--- src/rtl/swap_pkg.sv ---
// rtl/swap_pkg.sv - shared step-select encodings and tracker state type for the swap datapath
package swap_pkg;

  localparam logic [1:0] SEL_IDLE = 2'd0;
  localparam logic [1:0] SEL_TMP  = 2'd1;
  localparam logic [1:0] SEL_A    = 2'd2;
  localparam logic [1:0] SEL_B    = 2'd3;

  typedef enum logic [1:0] {
    IDLE = 2'd0,
    S1   = 2'd1,
    S2   = 2'd2
  } seq_state_e;

endpackage

--- src/rtl/swap_seq_tracker.sv ---
// rtl/swap_seq_tracker.sv - step-order tracker: busy, done pulse, completed-swap count, error flag
// Optional protocol checking is built only when SWAP_SEQ_CHECK_EN is defined.
module swap_seq_tracker
  import swap_pkg::*;
#(
  parameter int CNT_W = 8
) (
  input  logic             i_clk,
  input  logic             i_reset,
  input  logic             i_w,
  input  logic [1:0]       i_sel,
  output logic             o_busy,
  output logic             o_done,
  output logic [CNT_W-1:0] o_swap_cnt,
  output logic             o_err
`ifdef SWAP_SEQ_CHECK_EN
  ,
  input  logic             i_load_drop
`endif
);

  seq_state_e r_state;
  logic       w_step_tmp;
  logic       w_step_a;
  logic       w_step_b;
  logic       w_complete;

  assign w_step_tmp = i_w && (i_sel == SEL_TMP);
  assign w_step_a   = i_w && (i_sel == SEL_A);
  assign w_step_b   = i_w && (i_sel == SEL_B);
  assign w_complete = (r_state == S2) && w_step_b;
  assign o_busy     = (r_state != IDLE);

  // Anything other than the expected next step drops back to IDLE without rollback.
  always_ff @(posedge i_clk) begin
    if (i_reset) begin
      r_state    <= IDLE;
      o_done     <= 1'b0;
      o_swap_cnt <= '0;
    end else begin
      case (r_state)
        IDLE:    r_state <= w_step_tmp ? S1 : IDLE;
        S1:      r_state <= w_step_a ? S2 : IDLE;
        default: r_state <= IDLE;
      endcase
      o_done <= w_complete;
      if (w_complete) begin
        o_swap_cnt <= o_swap_cnt + 1'b1;
      end
    end
  end

`ifdef SWAP_SEQ_CHECK_EN
  logic w_advance;
  logic w_err_evt;
  logic r_err;

  // Every write that is not the expected next step is a violation, as is an idle cycle mid-swap.
  assign w_advance = ((r_state == IDLE) && w_step_tmp) ||
                     ((r_state == S1) && w_step_a) || w_complete;
  assign w_err_evt = (i_w && !w_advance) || (!i_w && o_busy) || i_load_drop;

  always_ff @(posedge i_clk) begin
    if (i_reset) begin
      r_err <= 1'b0;
    end else if (w_err_evt) begin
      r_err <= 1'b1;
    end
  end

  assign o_err = r_err;
`else
  assign o_err = 1'b0;
`endif

endmodule

--- src/rtl/swap_datapath.sv ---
// rtl/swap_datapath.sv - A/B/temp register-swap datapath with operand load mux and step tracker
// Define SWAP_SEQ_CHECK_EN to build the sticky protocol-error checker.
module swap_datapath
  import swap_pkg::*;
#(
  parameter int WIDTH = 8,
  parameter int CNT_W = 8
) (
  input  logic             i_clk,
  input  logic             i_reset,
  input  logic             i_load,
  input  logic             i_load_sel,
  input  logic [WIDTH-1:0] i_load_data,
  input  logic             i_w,
  input  logic [1:0]       i_sel,
  output logic [WIDTH-1:0] o_a_out,
  output logic [WIDTH-1:0] o_b_out,
  output logic             o_busy,
  output logic             o_done,
  output logic [CNT_W-1:0] o_swap_cnt,
  output logic             o_err
);

  logic [WIDTH-1:0] r_a;
  logic [WIDTH-1:0] r_b;
  logic [WIDTH-1:0] r_tmp;
  logic             w_busy;

  // Steps are slaved to w/sel regardless of tracker state; loads only land when fully idle.
  always_ff @(posedge i_clk) begin
    if (i_reset) begin
      r_a   <= '0;
      r_b   <= '0;
      r_tmp <= '0;
    end else if (i_w) begin
      case (i_sel)
        SEL_TMP: r_tmp <= r_a;
        SEL_A:   r_a   <= r_b;
        SEL_B:   r_b   <= r_tmp;
        default: ;
      endcase
    end else if (i_load && !w_busy) begin
      if (i_load_sel) begin
        r_b <= i_load_data;
      end else begin
        r_a <= i_load_data;
      end
    end
  end

`ifdef SWAP_SEQ_CHECK_EN
  logic w_load_drop;
  assign w_load_drop = i_load && (i_w || w_busy);
`endif

  swap_seq_tracker #(
    .CNT_W (CNT_W)
  ) u_tracker (
    .i_clk       (i_clk),
    .i_reset     (i_reset),
    .i_w         (i_w),
    .i_sel       (i_sel),
    .o_busy      (w_busy),
    .o_done      (o_done),
    .o_swap_cnt  (o_swap_cnt),
    .o_err       (o_err)
`ifdef SWAP_SEQ_CHECK_EN
    ,
    .i_load_drop (w_load_drop)
`endif
  );

  assign o_a_out = r_a;
  assign o_b_out = r_b;
  assign o_busy  = w_busy;

endmodule

--- config.mk ---
export PLATFORM = sky130hd
export DESIGN_NAME = swap_datapath
export DESIGN_NICKNAME = d
export VERILOG_FILES = /design/src/rtl/swap_pkg.sv /design/src/rtl/swap_seq_tracker.sv /design/src/rtl/swap_datapath.sv
export SDC_FILE = /design/constraint.sdc
export NUM_CORES = 1
export LEC_CHECK = 0
export BUFFER_PORTS_ARGS = -buffer_cell sky130_fd_sc_hd__buf_2
export CAP_MARGIN = 0
export CORE_AREA = 3 3 61 63
export DETAILED_ROUTE_END_ITERATION = 12
export DIE_AREA = 0 0 64 66
export PLACE_DENSITY = 0.8
export REMOVE_ABC_BUFFERS = 1
export SLEW_MARGIN = 25
export SYNTH_ARGS = -nofsm -noshare
export SYNTH_HDL_FRONTEND = slang
export SYNTH_SLANG_ARGS = --single-unit
--- constraint.sdc ---
create_clock -name i_clk -period 1.9 [get_ports i_clk]
set_clock_uncertainty 0.2 [all_clocks]
set_input_delay 0.475 -clock i_clk [delete_from_list [all_inputs] [get_ports i_clk]]
set_output_delay 0.475 -clock i_clk [all_outputs]
set_load 0.05 [all_outputs]
==> results of run 1 <==
[power groups by stage]
stage          Sequential, mW  Combinational (mW)  Clock, mW
4_1_cts                 0.786               0.315      0.426
2_1_floorplan           0.889               0.110          0
3_3_place_gp            0.804               0.308          0
3_5_place_dp            0.804               0.314          0
5_1_grt                 0.791               0.339      0.445
6_report                0.786               0.314      0.416
[flip-flops by register name, indices dropped and copies added (netlist names)]
signal / count
r_tmp: 8
o_a_out: 8
o_b_out: 8
u_tracker.o_swap_cnt: 8
u_tracker.o_done: 1
u_tracker.r_state: 2
[kinds of logic (layout without fill, tap and decap cells)]
group / Yosys count / count (layout) / share of synthesized area (%)
compound gates: 62 / 62 / 27.6
simple gates: 44 / 44 / 17.0
flops: 35 / 35 / 42.4
buf+inv: 17 / 69 / 5.83
mux: 10 / 10 / 6.21
fa+ha+maj: 1 / 1 / 0.757
other cells: 1 / 1 / 0.227
[worst max-delay path, cell delays in order, from the launching register on]
cell     delay [ns]
dfxtp_2        0.37
or2_2          0.30
buf_6          0.16
[synth_stat cells]
| library cell | n | area, µm² |
|---|---|---|
| buf_1 | 1 | 3.75 |
| buf_6 | 2 | 22.5 |
| nor2b_1 | 10 | 62.6 |
| clkbuf_1 | 3 | 11.3 |
| a211oi_1 | 22 | 165 |
| and3_1 | 2 | 12.5 |
| buf_2 | 5 | 25.0 |
| nor4_2 | 1 | 12.5 |
| o21ai_0 | 3 | 15.0 |
| inv_1 | 2 | 7.51 |
| a21oi_1 | 22 | 110 |
| nor3_1 | 2 | 10.0 |
| or2_2 | 1 | 6.26 |
| dfxtp_1 | 35 | 701 |
| o31ai_1 | 3 | 22.5 |
| clkinv_1 | 1 | 3.75 |
| conb_1 | 1 | 3.75 |
| nor4b_4 | 1 | 23.8 |
| nand2_1 | 2 | 7.51 |
| nand4b_1 | 2 | 17.5 |
| ha_1 | 1 | 12.5 |
| or4_1 | 3 | 22.5 |
| buf_4 | 3 | 22.5 |
| nand3_1 | 1 | 5.00 |
| nand2b_1 | 1 | 6.26 |
| mux2i_1 | 8 | 80.1 |
| nor4_1 | 1 | 6.26 |
| or3_1 | 2 | 12.5 |
| a21o_2 | 2 | 17.5 |
| mux2_2 | 2 | 22.5 |
| nor2_1 | 11 | 41.3 |
| nand3b_1 | 2 | 15.0 |
| and3b_1 | 1 | 8.76 |
| a211oi_2 | 10 | 125 |
| nand3_2 | 1 | 10.0 |
[metal layers]
metal / wire [µm] / GRT usage (%) / vias up
met1: 1750 / 25.5 / 690
li1: - / - / 741
met3: 263 / 5.78 / 8
met2: 1720 / 30.8 / 45
met4: 78 / 7.28 / 0
met5: 0 / 0 / -
[area by class of cell]
cell class                      instances  area share [%]
Sequential cell                        35            34.7
Tap cell                               46            2.83
Inverter                                3           0.554
Clock buffer                            6            2.52
Multi-Input combinational cell        118            42.0
Timing Repair Buffer                   59            17.2
Clock inverter                          1           0.246
[final timing paths]
path	endpoint	slack, ns	cells past startpoint
max reg2reg	o_b_out[7]	0.20	5
min reg2reg	u_tracker.o_swap_cnt[4]	0.31	2
max	o_busy	0.05	2
min	u_tracker.o_swap_cnt[4]	0.31	2
[cell usage in the layout (no fill, tap or decap), types with 2 or more instances in the layout]
| master | instances |
|---|---|
| or3_1 | 2 |
| nand3b_1 | 2 |
| nor2b_1 | 10 |
| nand4b_1 | 2 |
| o21ai_0 | 3 |
| buf_4 | 19 |
| dfxtp_1 | 33 |
| clkbuf_4 | 5 |
| or4_1 | 3 |
| a21o_2 | 2 |
| o31ai_1 | 3 |
| a211oi_1 | 22 |
| buf_2 | 39 |
| nor2_1 | 11 |
| a21oi_1 | 22 |
| mux2_2 | 2 |
| nand2_1 | 2 |
| mux2i_1 | 8 |
| nor3_1 | 2 |
| a211oi_2 | 10 |
| and3_1 | 2 |
| inv_1 | 2 |
[timing repair]
action	CTS	global route
gates resized for setup	5	0
endpoints found under the setup margin	1	1
setup buffers	0	1
hold endpoints to repair	0	0
[per-stage QoR]
step,total power [mW],hold WS (ns),cells
floorplan,1.00,0.265,156
global placement,1.11,0.278,260
detailed placement,1.12,0.284,260
CTS,1.53,0.300,267
global route,1.58,0.305,268
finish,1.52,0.308,268
==> impl_results.md, run 1 <==
- Startpoint types: register
- Final setup fails: 0
- First-pass GRT wire length: 6.37 mm
- Gr ovfl total: 0
- Final Critical Period: 1.85 ns
- Max-slew violations: 0
- Yosys warning count: 0
- Critical path class: register to output pin
- Reg power frac: 51.8%
- Sequential share of the synthesized area: 42.4%
- Drt first pass iters: 4
- Design area: 2030 µm²
- Total Routing Usage GR: 19.7%
- I/O pin count: 42
- Share of layout cells above drive strength 1: 38.7%
- Worst-path clk slew: 0.10 ns
- Final Wtd Congestion: 0.820
- Sink Count: 35
- CTS Buf Count: 5
- Internal: 1.04 mW
- RR Startpoint: u_tracker.r_state[1]
- Die area: 4220 µm²
- Clock Tree Buf Depth: 2
- Switching power: 479 µW
- Max Freq: 540 MHz
- Hold_sp: u_tracker.o_swap_cnt[4]
- TritonCTS clock tree: yes
- Critical path launch point: u_tracker.r_state[0]
- Storage element area: 706 µm²
- Largest net degree at the start of global routing: 20
- Switching share of power: 31.6%
- Placed cell areas: 1960 µm²
- # nets final: 238
- Multi-input logic area: 855 µm²
- Avg Cell Area, Syn: 9.72 µm²
- Width of the die: 64 µm
- IO Port Bufs: 40
- Comb power frac: 20.7%
- Vias: 1484
- Critical Path End Type: output pin
- Vias in the first global route: 1363
- Final core utilization: 61.9%
- CP required: 1.22 ns
- Clock Latency Late Sink: 0.34 ns
- Vias per cell: 5.54
- Syn Inst Count: 170
- DR iter-0 viols: 74
- Clock power frac: 27.5%
- Avg WL per Cell: 14.2 µm
- DRC Markers: 0
- ANT nets after route: 0
- Peak VDD IR: 434 µV
- Fill count: 309
- Clock root buffer: clkbuf_4
- Crit path max fanout: 7
- Yosys cell types: 35
- Hold buffers post-CTS: 0
- Fin crit share: 97.4%
- # diodes: 0
- Crit path DAT: 1.18 ns
- CORE AREA: 3280 µm²
- Placed wire-length estimate: 2.81 mm
- H-tree Lvls: 2
- Row count: 21
- Die Y: 66 µm
- DP Worst Slack: 0.0396 ns
- Antenna violations before repair: 0
- Flops & latches, synth: 35
- Leakage power: 0.876 nW
- Type of the most critical hold path: register to register
- RSZ-0062 raised after global routing: no
- Status: complete, no violations
- Max-cap violations: 0
- PD cells: 745 nW/µm²
- Total wire length: 3.81 mm
- Initial core utilization: 50.3%
- Cell Area, Synth: 1650 µm²
- Post-layout worst setup margin: 0.0490 ns
- Post-route setup TNS: 0 ns
- Hold Fails Final Rpt: 0
- Synth-to-layout area growth: 23.2%
Note: power is estimated with default switching activity, not from simulation.
==> inputs of run 2 (changes only) <==
--- a/config.mk
+++ b/config.mk
@@ -15,4 +15,5 @@
 export SLEW_MARGIN = 25
 export SYNTH_ARGS = -nofsm -noshare
 export SYNTH_HDL_FRONTEND = slang
+export SYNTH_HIERARCHICAL = 1
 export SYNTH_SLANG_ARGS = --single-unit
==> impl_results.md, run 2 <==
- Status: complete, no violations
- # nets final: 241
- Initial core utilization: 50.7%
- Fill count: 271
- Max Freq: 540 MHz
- Cell Area, Synth: 1670 µm²
- Layout Cells excl Fill: 272
- Yosys cell types: 37
- Multi-input logic area: 938 µm²
- Post-layout worst setup margin: 0.0474 ns
- Share of layout cells above drive strength 1: 39.4%
- PD cells: 704 nW/µm²
- TritonCTS clock tree: yes
- Final setup fails: 0
- Critical Path End Type: register
- Synth-to-layout area growth: 27.0%
- Flops & latches, synth: 35
- Type of the most critical hold path: input port to register
- Storage element area: 701 µm²
- Final Wtd Congestion: 0.797
- Fin crit share: 97.5%
- Synth area leaders: dfxtp_1 42%, nor3_1 8.1%, a211oi_2 6.0%
- Crit-path cells: or2_4 > or4b_4 > buf_12 > a221oi_2 > nor3_1
- Dpl cells: 264
- Most frequent cell after synthesis: dfxtp_1
- Sequential share of the synthesized area: 42.0%
- # diodes: 0
- Clock Latency Late Sink: 0.33 ns
- CTS Buf Count: 5
- Yosys warning count: 6
- Vias in the first global route: 1396
- Sink Count: 35
- I/O pin count: 42
- ANT nets after route: 0
- Primary FF master, synth: dfxtp_1
- IO Port Bufs: 40
- Placed wire-length estimate: 2.62 mm
- H-tree Lvls: 2
- Syn Inst Count: 174
- Avg Cell Area, Syn: 9.58 µm²
- Max-cap violations: 0
- DRC Markers: 0
- Post-synth top area share: 42.0%
- Antenna violations before repair: 0
- Commonest cells post-synth: 35 x dfxtp_1, 27 x nor3_1, 13 x nor2_1
- Crit path DAT: 1.88 ns
- Setup bufs post-CTS: 0
- CP bufs+invs: 1
- Width of the die: 64 µm
- Largest net degree at the start of global routing: 21
- CP required: 1.93 ns
- Startpoint types: register
- Worst path slowest cell: or4b_4
- Avg WL per Cell: 13.9 µm
- RSZ-0062 raised after global routing: no
- Gr ovfl total: 0
- Tightest Pin Transition: 0.654 ns
- Crit-path leading delay family: simple AND/OR/NAND/NOR gates
- Leakage power: 0.947 nW
- Area leader, netlist: dfxtp_1
- First-pass GRT wire length: 6.47 mm
- Total wire length: 3.79 mm
- DR iter-0 viols: 45
- Max_slew headroom: 56.3%
- CP max stage delay: 0.49 ns
- Max-slew violations: 0
- Hold buffers post-CTS: 0
- Post-synth EDFFs: 0
- Total Routing Usage GR: 19.8%
- Clock Tree Buf Depth: 2
- Die area: 4220 µm²
- Crit path max fanout: 8
- Synth async-reset ratio: 0%
- Drt first pass iters: 4
- Most frequent cells in the layout: 39 x buf_2, 35 x dfxtp_1, 27 x nor3_1
- Die Y: 66 µm
- DP Worst Slack: -0.0523 ns
- Post-route setup TNS: 0 ns
- Vias: 1465
- Critical path class: register to register
- Peak VDD IR: 297 µV
- Commonest non-fill, non-tap cell in the layout: buf_2
- CORE AREA: 3280 µm²
- Row count: 21
- Hold Fails Final Rpt: 0
- Vias per cell: 5.39
- Clock root buffer: clkbuf_4
- Final Critical Period: 1.85 ns
- Worst-path clk slew: 0.10 ns
## run 2: final cells by class
| type | instances | share of cell area [%] |
|---|---|---|
| clock inverter | 1 | 0.237 |
| sequential | 35 | 33.1 |
| clock buffer | 7 | 2.13 |
| multi-input combinational | 123 | 44.4 |
| timing repair buffer | 58 | 17.1 |
| inverter | 2 | 0.355 |
| tap | 46 | 2.72 |
## run 2: cell families after synthesis
group | after synthesis | share of synthesized area [%]
other cells | 1 | 0.225
buf+inv | 16 | 5.71
mux | 12 | 7.51
simple gates | 77 | 28.8
compound gates | 32 | 15.0
flops | 35 | 42.0
fa+ha+maj | 1 | 0.751
## run 2: metal layers
layer | part of all wire (%) | up-vias | track usage (%)
li1 | - | 743 | -
met1 | 47 | 688 | 25.2
met2 | 48 | 28 | 31.9
met5 | 0 | - | 0
met3 | 3.9 | 6 | 5.27
met4 | 1.6 | 0 | 7.28
## run 2: worst register-to-register path: stages, from the launching register on
cell and delay [ns]:
dfxtp_1 0.32, or2_4 0.25, or4b_4 0.49, buf_12 0.17, a221oi_2 0.25, nor3_1 0.08
## run 2: path summary, 6_finish.rpt
path	from	to	slack [ns]	cells after the start
setup / recovery	u_tracker/r_state[1]	o_a_out[7]	0.05	5
hold / removal	i_sel[1]	u_tracker/r_state[0]	0.22	2
setup reg to reg	u_tracker/r_state[1]	o_a_out[7]	0.05	5
hold reg to reg	r_tmp[3]	r_tmp[3]	0.30	2
## run 2: metrics by stage
| stage | hold WS, ns | utilization [%] | instance area, µm² | power, mW |
|---|---|---|---|---|
| floorplan | 0.244 | - | 1580 | 0.992 |
| global placement | 0.278 | 60.0 | 1970 | 1.10 |
| detailed placement | 0.292 | 60.0 | 1970 | 1.10 |
| CTS | 0.211 | 63.2 | 2080 | 1.49 |
| global route | 0.233 | 64.4 | 2120 | 1.56 |
| finish | 0.223 | 64.4 | 2120 | 1.49 |
## run 2: repair_timing
action	in CTS	in global routing
endpoints found under the setup margin	9	17
resized for setup	10	8
pin swaps	0	3
## run 2: where the power goes
group	leakage, nW	switching [mW]	total [mW]	internal, mW
Clock	0.0293	0.236	0.380	0.144
Sequential	0.285	0.0237	0.787	0.763
Combinational	0.632	0.212	0.323	0.111
Total	0.947	0.472	1.49	1.02
==> inputs of run 3 (changes only) <==
--- a/config.mk
+++ b/config.mk
@@ -12,7 +12,7 @@
 export DIE_AREA = 0 0 64 66
 export PLACE_DENSITY = 0.8
 export REMOVE_ABC_BUFFERS = 1
-export SLEW_MARGIN = 25
+export SLEW_MARGIN = 20
 export SYNTH_ARGS = -nofsm -noshare
 export SYNTH_HDL_FRONTEND = slang
 export SYNTH_HIERARCHICAL = 1
==> constraint.sdc (replaced) <==
create_clock -name i_clk -period 2.1 [get_ports i_clk]
set_clock_uncertainty 0.2 [all_clocks]
set_input_delay 0.525 -clock i_clk [delete_from_list [all_inputs] [get_ports i_clk]]
set_output_delay 0.525 -clock i_clk [all_outputs]
set_load 0.05 [all_outputs]
==> impl_results.md, run 3 (synthesis results as in run 2) <==
- Status: complete, no violations
- Hold Fails Final Rpt: 0
- DR iter-0 viols: 73
- H-tree Lvls: 2
- Clock power frac: 29.6%
- Cell mode on critical path: buf_4
- Sink Count: 35
- Crit-path leading delay family: flip-flops
- Met1 WL: 1.70 mm
- Placed wire-length estimate: 2.60 mm
- Die Y: 66 µm
- DRC Markers: 0
- CORE AREA: 3280 µm²
- ANT nets after route: 0
- Switching power: 416 µW
- Peak VDD IR: 237 µV
- Total wire length: 3.62 mm
- Internal: 974 µW
- I/O pin count: 42
- Clock root buffer: clkbuf_4
- Clock Tree Buf Depth: 2
- Comb power frac: 19.3%
- Width of the die: 64 µm
- CP bufs+invs: 2
- TritonCTS clock tree: yes
- Startpoint types: register
- Leakage power: 0.912 nW
- Share of layout cells above drive strength 1: 34.5%
- Most frequent cells in the layout: 39 x buf_2, 35 x dfxtp_1, 27 x nor3_1
- Critical path class: register to output pin
- Row count: 21
- CP required: 1.37 ns
- Critical Path End Type: output pin
- Fill count: 292
- Drt first pass iters: 4
- Worst-path clk slew: 0.10 ns
- First-pass GRT wire length: 5.84 mm
- CTS Buf Count: 5
- Max-slew violations: 0
- Clock Latency Late Sink: 0.34 ns
- # nets final: 235
- Gr ovfl total: 0
- Final Critical Period: 2.04 ns
- DR WL met2: 1.68 mm
- Switching share of power: 29.9%
- Largest net degree at the start of global routing: 22
- Total Routing Usage GR: 17.6%
- Fin crit share: 96.9%
- Crit path max fanout: 5
- Hold buffers post-CTS: 0
- Max layer used: met4
- IO Port Bufs: 40
- # diodes: 0
- Final Wtd Congestion: 0.830
- Commonest non-fill, non-tap cell in the layout: buf_2
- Synth-to-layout area growth: 20.1%
- Dpl cells: 258
- Antenna violations before repair: 0
- PD cells: 694 nW/µm²
- Vias in the first global route: 1271
- Max Freq: 491 MHz
- RSZ-0062 raised after global routing: no
- Vias: 1449
- Layout Cells excl Fill: 266
- Reg power frac: 51.1%
- Avg WL per Cell: 13.6 µm
- Initial core utilization: 50.7%
- Final setup fails: 0
- Crit path DAT: 1.31 ns
- Worst path slowest cell: dfxtp_1
- Vias per cell: 5.45
- Type of the most critical hold path: input port to register
- Crit-path cells: or2_2 > buf_4 > buf_4
- Max-cap violations: 0
- Overall Power: 1.39 mW
- DR WL met3: 188 µm
- Die area: 4220 µm²
- CP max stage delay: 0.35 ns
## run 3: changes by cell type in the layout (fill, tap and decap cells not counted), moves of 2 or more
| cell | change |
|---|---|
| a221oi_1 | +8 |
| clkbuf_8 | +2 |
| buf_4 | -3 |
| a221oi_2 | -7 |
## run 3: metal layers
metal | up-vias | track usage [%]
met5 | - | 0
met4 | 0 | 6.47
met3 | 7 | 4.59
met2 | 43 | 28.4
met1 | 672 | 22.6
li1 | 727 | -
## run 3: path summary, 6_finish.rpt
| kind | from | end | slack, ns | cells after the start |
|---|---|---|---|---|
| setup / recovery | u_tracker/r_state[0] | o_busy | 0.06 | 3 |
| setup reg to reg | u_tracker/r_state[0] | o_b_out[7] | 0.18 | 5 |
| hold reg to reg | u_tracker/r_state[0] | u_tracker/r_state[1] | 0.29 | 2 |
| hold / removal | i_sel[0] | u_tracker/r_state[1] | 0.26 | 2 |
## run 3: power by group through the flow
stage / Sequential (mW) / Combinational (mW) / Clock, mW
floorplan: 0.804 / 0.0938 / 0
global placement: 0.725 / 0.264 / 0
detailed placement: 0.726 / 0.267 / 0
CTS: 0.710 / 0.267 / 0.419
global route: 0.714 / 0.285 / 0.446
finish: 0.710 / 0.268 / 0.412
## run 3: layout make-up
type,instances,area [µm²],share of cell area [%]
timing repair buffer,52,293,14.6
clock buffer,8,68.8,3.44
sequential,35,701,35.0
tap,46,57.6,2.88
multi-input combinational,123,875,43.7
inverter,2,7.51,0.375
## run 3: metrics by stage
stage | hold slack (ns) | area, µm² | worst slack (ns) | TNS [ns] | utilization (%)
after floorplan | 0.244 | 1580 | 0.0270 | 0 | -
after global placement | 0.263 | 1930 | 0.0553 | 0 | 58.7
after detailed placement | 0.266 | 1930 | -0.0126 | -0.0126 | 58.7
after CTS | 0.253 | 2000 | 0.0371 | 0 | 60.8
after global routing | 0.266 | 2000 | 0.0133 | 0 | 61.0
final | 0.260 | 2000 | 0.0644 | 0 | 61.0
## run 3: what timing repair did
action,4_1_cts,5_1_grt
gates resized for setup,0,3
endpoints found under the setup margin,0,3
hold endpoints to repair,0,0
setup buffers,0,0
